--- config.mk ---
export PLATFORM = sky130hd
export DESIGN_NAME = vend_fsm_param
export DESIGN_NICKNAME = d
export VERILOG_FILES = /design/src/rtl/vend_pkg.sv /design/src/rtl/vend_coin_decode.sv /design/src/rtl/vend_fsm_param.sv
export SDC_FILE = /design/constraint.sdc
export NUM_CORES = 1
export LEC_CHECK = 0
export BUFFER_PORTS_ARGS = -buffer_cell sky130_fd_sc_hd__buf_4
export CORE_ASPECT_RATIO = 0.75
export CORE_MARGIN = 4
export CORE_UTILIZATION = 50
export CTS_BUF_LIST = sky130_fd_sc_hd__clkbuf_4 sky130_fd_sc_hd__clkbuf_8 sky130_fd_sc_hd__clkbuf_16
export CTS_CLUSTER_SIZE = 30
export DETAILED_ROUTE_END_ITERATION = 7
export PLACE_DENSITY = 0.75
export SYNTH_ARGS = -nofsm -noshare
export SYNTH_HDL_FRONTEND = slang
export SYNTH_SLANG_ARGS = --single-unit
--- constraint.sdc ---
create_clock -name CLK_IN -period 2.5 [get_ports CLK_IN]
set_clock_uncertainty 0.2 [all_clocks]
set_input_delay 0.25 -clock CLK_IN [delete_from_list [all_inputs] [get_ports CLK_IN]]
set_output_delay 0.25 -clock CLK_IN [all_outputs]
set_load 0.01 [all_outputs]
--- src/rtl/vend_pkg.sv ---
// Shared definitions for the vending controller: state encoding and coin codes.
package vend_pkg;

    typedef logic [1:0] state_t;

    localparam state_t ST_IDLE    = 2'd0;
    localparam state_t ST_COLLECT = 2'd1;
    localparam state_t ST_VEND    = 2'd2;

    typedef logic [1:0] coin_t;

    localparam coin_t COIN_NONE = 2'b00;
    localparam coin_t COIN_A    = 2'b01;
    localparam coin_t COIN_B    = 2'b10;
    localparam coin_t COIN_C    = 2'b11;

endpackage

--- src/rtl/vend_coin_decode.sv ---
// Combinational mapping from the acceptor's coin code to its credit value.
module vend_coin_decode
    import vend_pkg::*;
#(
    parameter int unsigned VAL_A    = 1,
    parameter int unsigned VAL_B    = 2,
    parameter int unsigned VAL_C    = 4,
    parameter int unsigned CREDIT_W = 4
) (
    input  logic [1:0]          coin,
    output logic [CREDIT_W-1:0] value
);

    always_comb begin
        value = '0;
        case (coin)
            COIN_A:  value = CREDIT_W'(VAL_A);
            COIN_B:  value = CREDIT_W'(VAL_B);
            COIN_C:  value = CREDIT_W'(VAL_C);
            default: value = '0;
        endcase
    end

endmodule

--- src/rtl/vend_fsm_param.sv ---
// Parametrised vending controller: credit accumulation, dispense, change,
// cancel refund, coin rejection and a wrapping sales counter.
module vend_fsm_param
    import vend_pkg::*;
#(
    parameter int unsigned PRICE    = 3,
    parameter int unsigned VAL_A    = 1,
    parameter int unsigned VAL_B    = 2,
    parameter int unsigned VAL_C    = 4,
    parameter int unsigned CREDIT_W = 4,
    parameter int unsigned CNT_W    = 8
) (
    input  logic                CLK_IN,
    input  logic                RST,
    input  logic [1:0]          COIN,
    input  logic                CANCEL,
    output logic                DRINK_OUT,
    output logic                CHANGE_VALID,
    output logic [CREDIT_W-1:0] CHANGE_AMT,
    output logic                COIN_REJ,
    output logic [CREDIT_W-1:0] CREDIT,
    output logic                BUSY,
    output logic [CNT_W-1:0]    VEND_CNT
);

    localparam logic [CREDIT_W-1:0] PRICE_C = CREDIT_W'(PRICE);

    state_t              state;
    logic [CREDIT_W-1:0] coin_val;
    logic [CREDIT_W-1:0] sum;
    logic                coin_present;

    vend_coin_decode #(
        .VAL_A    (VAL_A),
        .VAL_B    (VAL_B),
        .VAL_C    (VAL_C),
        .CREDIT_W (CREDIT_W)
    ) u_decode (
        .coin  (COIN),
        .value (coin_val)
    );

    // Width rule on CREDIT_W guarantees this sum never wraps.
    assign sum          = CREDIT + coin_val;
    assign coin_present = (COIN != COIN_NONE);

    always_ff @(posedge CLK_IN or posedge RST) begin
        if (RST) begin
            state        <= ST_IDLE;
            CREDIT       <= '0;
            DRINK_OUT    <= 1'b0;
            CHANGE_VALID <= 1'b0;
            CHANGE_AMT   <= '0;
            COIN_REJ     <= 1'b0;
            BUSY         <= 1'b0;
            VEND_CNT     <= '0;
        end else begin
            DRINK_OUT    <= 1'b0;
            CHANGE_VALID <= 1'b0;
            CHANGE_AMT   <= '0;
            COIN_REJ     <= 1'b0;
            case (state)
                ST_IDLE, ST_COLLECT: begin
                    if (coin_present && !CANCEL) begin
                        CREDIT <= sum;
                        if (sum >= PRICE_C) begin
                            state <= ST_VEND;
                            BUSY  <= 1'b1;
                        end else begin
                            state <= ST_COLLECT;
                        end
                    end else if (CANCEL) begin
                        // A coin arriving with cancel is bounced, never added to the refund.
                        COIN_REJ <= coin_present;
                        if (state == ST_COLLECT) begin
                            CHANGE_VALID <= 1'b1;
                            CHANGE_AMT   <= CREDIT;
                            CREDIT       <= '0;
                            state        <= ST_IDLE;
                        end
                    end
                end
                ST_VEND: begin
                    DRINK_OUT <= 1'b1;
                    VEND_CNT  <= VEND_CNT + 1'b1;
                    if (CREDIT > PRICE_C) begin
                        CHANGE_VALID <= 1'b1;
                        CHANGE_AMT   <= CREDIT - PRICE_C;
                    end
                    COIN_REJ <= coin_present;
                    CREDIT   <= '0;
                    BUSY     <= 1'b0;
                    state    <= ST_IDLE;
                end
                default: begin
                    state  <= ST_IDLE;
                    CREDIT <= '0;
                    BUSY   <= 1'b0;
                end
            endcase
        end
    end

endmodule

Word-level counts from Yosys, hierarchy flattened. Index checks and enable logic that the tools add are counted.

Add/sub/neg operators: 3. Multipliers: 0. Div/mod/pow operators: 0. Magnitude comparators: 2. Equal/unequal tests: 9. Shifts and indexed selects: 0. Muxes and demuxes: 27. Bitwise logic cells: 0. Reductions and logical operators: 7.

Operators with widths (count): $mux 4 (8); $mux 1 (10); $mux 2 (5); $pmux 3 s3 (1); $add 8x1->8 const B (1); $pmux 4 s2 (1); $eq 2x2->1 const B (3); $ne 3x3->1 const B (2); $add 4x4->4 (1); $eq 2x1->1 const B (2); $ge 4x2->1 const B (1); $gt 4x2->1 const B (1); $ne 2x2->1 const B (2); $pmux 1 s2 (2); $reduce_and 2->1 (2); $sub 4x2->4 const B (1); $logic_not 2->1 (1); $reduce_bool 2->1 (1); $reduce_or 2->1 (1); $logic_and 1x1->1 (1); $logic_not 1->1 (1).

Flip-flop bits (word level): 22. Bits in latches: 0. RAM bits: 0. ROM bits: 0. Output and inout port bits: 20. Word-level logic and storage cells: 56. Memories kept: 0.

Depth between registers and ports, before layout.
Word-level depth: 7. Mapped depth: 7. Gate-level depth less buffers: 7.

By module. A second synthesis with hierarchy kept.

Cell total of the unflattened synthesis: 100. Area, all modules: 1076.0 um^2.

Modules (own cells, without submodules): vend_fsm_param (times used 1, cells each 95, area an instance 1042.2 um^2, seq. area each 550.5 um^2); vend_coin_decode (times used 1, cells each 5, area an instance 33.8 um^2, seq. area each 0.0 um^2).

Worst setup path before layout. Ideal clock, no wire load.

Path type: register -> register. From: reg CREDIT[0]. To: reg BUSY. Arrival time: 1.811 ns. Required time: 2.179 ns. Slack: 0.369 ns. Cell stages (with the launch flop): 7. Clock period less this slack: 2.131 ns. Path through: dfrtp_1 -> ha_1 -> fa_1 -> xnor2_1 -> nand3_1 -> mux2_2 -> a22o_1.

Longest elaborated chain between the ends: 4.

RTL lines: start: declaration (RTL line vend_fsm_param.sv:21) `output logic [CREDIT_W-1:0] CREDIT,`; start signal: assignment (RTL line vend_fsm_param.sv:65) `CREDIT <= sum;`; $add 4x4->4 (RTL line vend_fsm_param.sv:44) `assign sum = CREDIT + coin_val;`; $ge 4x2->1 (RTL line vend_fsm_param.sv:66) `if (sum >= PRICE_C) begin`; $ne 2x2->1 (no line); $reduce_and 2->1 (no line); end signal: assignment (RTL line vend_fsm_param.sv:55) `BUSY <= 1'b0;`; end signal: assignment (RTL line vend_fsm_param.sv:68) `BUSY <= 1'b1;`; end signal: assignment (RTL line vend_fsm_param.sv:92) `BUSY <= 1'b0;`; end: declaration (RTL line vend_fsm_param.sv:22) `output logic BUSY,`.

Every way passes these cells. A chain may end at the register's enable or synchronous reset.

Worst setup path in the final report. Ends and elaborated chain as after synthesis.

==> run_results.csv <==
group,metric,value,unit
final_layout,instances_no_fill,142,
global_route,grt_pass1_wl,3.61,mm
route,avgRoutedWirePerCell,15.4,um
sta,finalHoldViolCount,0,
setup_path,end_kind,"flip-flop",
clock_network,cts_made_buffers,3,
logic_synthesis,yosysTopAreaCell,"dfrtp_1",
logic_synthesis,yosysMostFrequentCell,"dfrtp_1",
global_route,overflow,0,
route,drc,0,
setup_path,ff2ff_path_depth,6,
setup_path,crit_type,"reg2reg",
sta,worst_pin_slew,0.825,ns
route,num_vias,798,
final_layout,fin_area,1310,sq um
sta,rsz0062_at_grt,"false",
logic_synthesis,yosys_warnings,0,
sta,fmax,433,MHz
sta,slew_viol_final,0,
logic_synthesis,netlist_instances,91,
global_route,grt_pass1_vias,808,
floorplanning,die_h,47.4,um
power,power_density,1070,nW/um^2
floorplanning,die-area,2870,sq um
route,drt_first_pass_iters,4,
final_layout,layout.nets,132,
clock_network,worstSkewPairLatency,0.31,ns
clock_network,clk_pin_slew_worst_paths,0.12,ns
setup_path,slowest_delay,0.48,ns
setup_path,worstSetupStartpointType,"flip-flop",
logic_synthesis,ys.flop_type,"dfrtp_1",
logic_synthesis,synth_top_area_share,53.3,%
power,ir_worst_vdd,0.919,mV
logic_synthesis,synth-seq-cells,22,
power,power_leakage,0.671,nW
floorplanning,rows,13,
logic_synthesis,synth_area_leaders,"dfrtp_1 (53%), ha_1 (6.1%), xnor2_1 (5.1%)",
setup_path,cp_data_arrival_time,2.32,ns
sta,maxSlewHeadroom,44.9,%
floorplanning,initial_core_util,56.2,%
setup_path,cp_cell_sequence,"ha_1, fa_1, xnor2_1, nand3_1, mux2_2, a22o_1",
clock_network,htreeDepth,1,
status,status,"complete, no violations",
final_layout,antenna_cells,0,
setup_path,slowest_stage,"dfrtp_1",
setup_path,crit_fanout,7,
placement,portBuffers,24,
floorplanning,fp.coreArea,1840,sq um
final_layout,final_layout_size_suffix_gt1_share,29.2,%
route,drtIter0Drc,20,
sta,holdWs,0.0312,ns
logic_synthesis,ys_seq_area_share,53.3,%
flow_run,max_cap_viol_count,0,
power,p_total,1.40,mW
clock_network,clockBufferDepth,2,
route,wl,2.19,mm
logic_synthesis,synth_edf_count,0,
logic_synthesis,ys_top_cells_by_count,"dfrtp_1 (22), nand2_1 (6), xnor2_1 (6)",
clock_network,cts_root_buffer,"clkbuf_4",
placement,dp.cells,137,
logic_synthesis,yosysUniqueCellTypes,30,
sta,period_minus_slack,2.31,ns
placement,dpl.hpwl,1.62,mm
floorplanning,io_pins,25,
worst_hold_path,hold_depth,3,
sta,setup_violations,0,
clock_network,cts_sinks,22,
logic_synthesis,syn_area_per_cell,11.4,sq um
route,vias_per_cell,5.62,
logic_synthesis,synthArstFlopShare,100,%
floorplanning,die_w,60.5,um
final_layout,syn_to_final_growth,26.4,%
setup_path,crit_required,2.50,ns
worst_hold_path,hp-class,"in2reg",
clock_network,cts_resized,0,
placement,gp_congestion,0.832,
sta,tns,0,ns
clock_network,cts_tree,"yes",
route,ant_nets,0,
logic_synthesis,netlist_area,1030,sq um
logic_synthesis,syn_nets,102,
sta,period_share,92.5,%
global_route,grt_max_degree,23,
placement,post_dp_cell_area,1240,sq um
global_route,antenna_found_initial,0,
global_route,grtUsageTotal,17.7,%
-- area by class of cell --
| type | count | area, sq um |
|---|---|---|
| Fill cell | 156 | 532 |
| Multi-Input combinational cell | 64 | 463 |
| Inverter | 4 | 15.0 |
| Tap cell | 22 | 27.5 |
| Sequential cell | 22 | 551 |
| Clock buffer | 3 | 22.5 |
| Clock inverter | 1 | 30.0 |
| Timing Repair Buffer | 26 | 198 |
-- routing by layer --
layer  vias up  share of wire, %  track usage [%]
met4         0               1.5             8.66
met5         -                 0                0
met3         4               5.3             5.49
li1        377                 -                -
met1       391                48             23.5
met2        26                45             26.5
-- critical path: cells and delay by family, from the launching register on --
family	cells	cell delay (ns)
AO/OA/AOI/OAI	1	0.20
XOR/XNOR	1	0.26
adder cells (fa/ha/maj)	2	0.64
flip-flops	1	0.48
multiplexers	1	0.30
AND/OR/NAND/NOR	1	0.12
-- cells by family (layout without fill, tap and decap cells) --
| logic type | Yosys count | in the layout | synth area share [%] |
|---|---|---|---|
| adder cells (fa/ha/maj) | 6 | 6 | 7.99 |
| buffers and inverters | 5 | 34 | 1.94 |
| XOR/XNOR | 8 | 8 | 6.78 |
| AO/OA/AOI/OAI | 17 | 17 | 10.5 |
| flip-flops | 22 | 22 | 53.3 |
| AND/OR/NAND/NOR | 30 | 30 | 16.3 |
| multiplexers | 3 | 3 | 3.15 |
-- cells in the final DEF, fill, tap and decap left out, types with 2 or more instances in the layout --
cell type,Yosys,routed
and2b_2,2,2
a22o_1,3,3
nand4_1,2,2
nor2_1,3,3
dfrtp_1,22,22
and3_1,2,2
inv_1,4,4
nand2b_1,2,2
a21oi_1,5,5
xor2_1,2,2
ha_1,5,5
buf_4,0,25
or3_1,3,3
nand2_1,6,6
clkbuf_4,0,3
o21ai_0,5,5
a21o_1,2,2
xnor2_1,6,6
nand3_1,4,4
-- state kept, by name, indices dropped and copies added (netlist names) --
register      count
VEND_CNT          8
CREDIT            4
DRINK_OUT         1
CHANGE_AMT        4
BUSY              1
state             2
CHANGE_VALID      1
COIN_REJ          1
-- per-stage QoR --
| stage | utilization [%] | worst slack (ns) |
|---|---|---|
| floorplan | - | 0.369 |
| global placement | 67.7 | 0.279 |
| detailed placement | 67.7 | 0.159 |
| CTS | 71.1 | 0.200 |
| global route | 71.1 | 0.0427 |
| finish | 71.1 | 0.188 |
-- power by group --
part | internal (mW) | switching (mW)
sequential | 0.463 | 0.121
clock | 0.162 | 0.106
combinational | 0.278 | 0.267
total | 0.903 | 0.494
-- final timing paths --
check / start / end / slack [ns]
hold reg to reg: VEND_CNT[7] / VEND_CNT[7] / 0.29
setup reg to reg: CREDIT[0] / BUSY / 0.19
hold / removal: CANCEL / COIN_REJ / 0.03
setup / recovery: CREDIT[0] / BUSY / 0.19
max in group asynchronous: RST / VEND_CNT[4] / 1.14
min in group asynchronous: RST / CHANGE_VALID / 0.44
-- what timing repair did --
| item | 4_1_cts | 5_1_grt |
|---|---|---|
| hold buffers | 1 | 0 |
| setup buffers | 0 | 0 |
| endpoints found under the hold margin | 22 | 0 |
No activity file was read; power rests on OpenSTA's default activity.
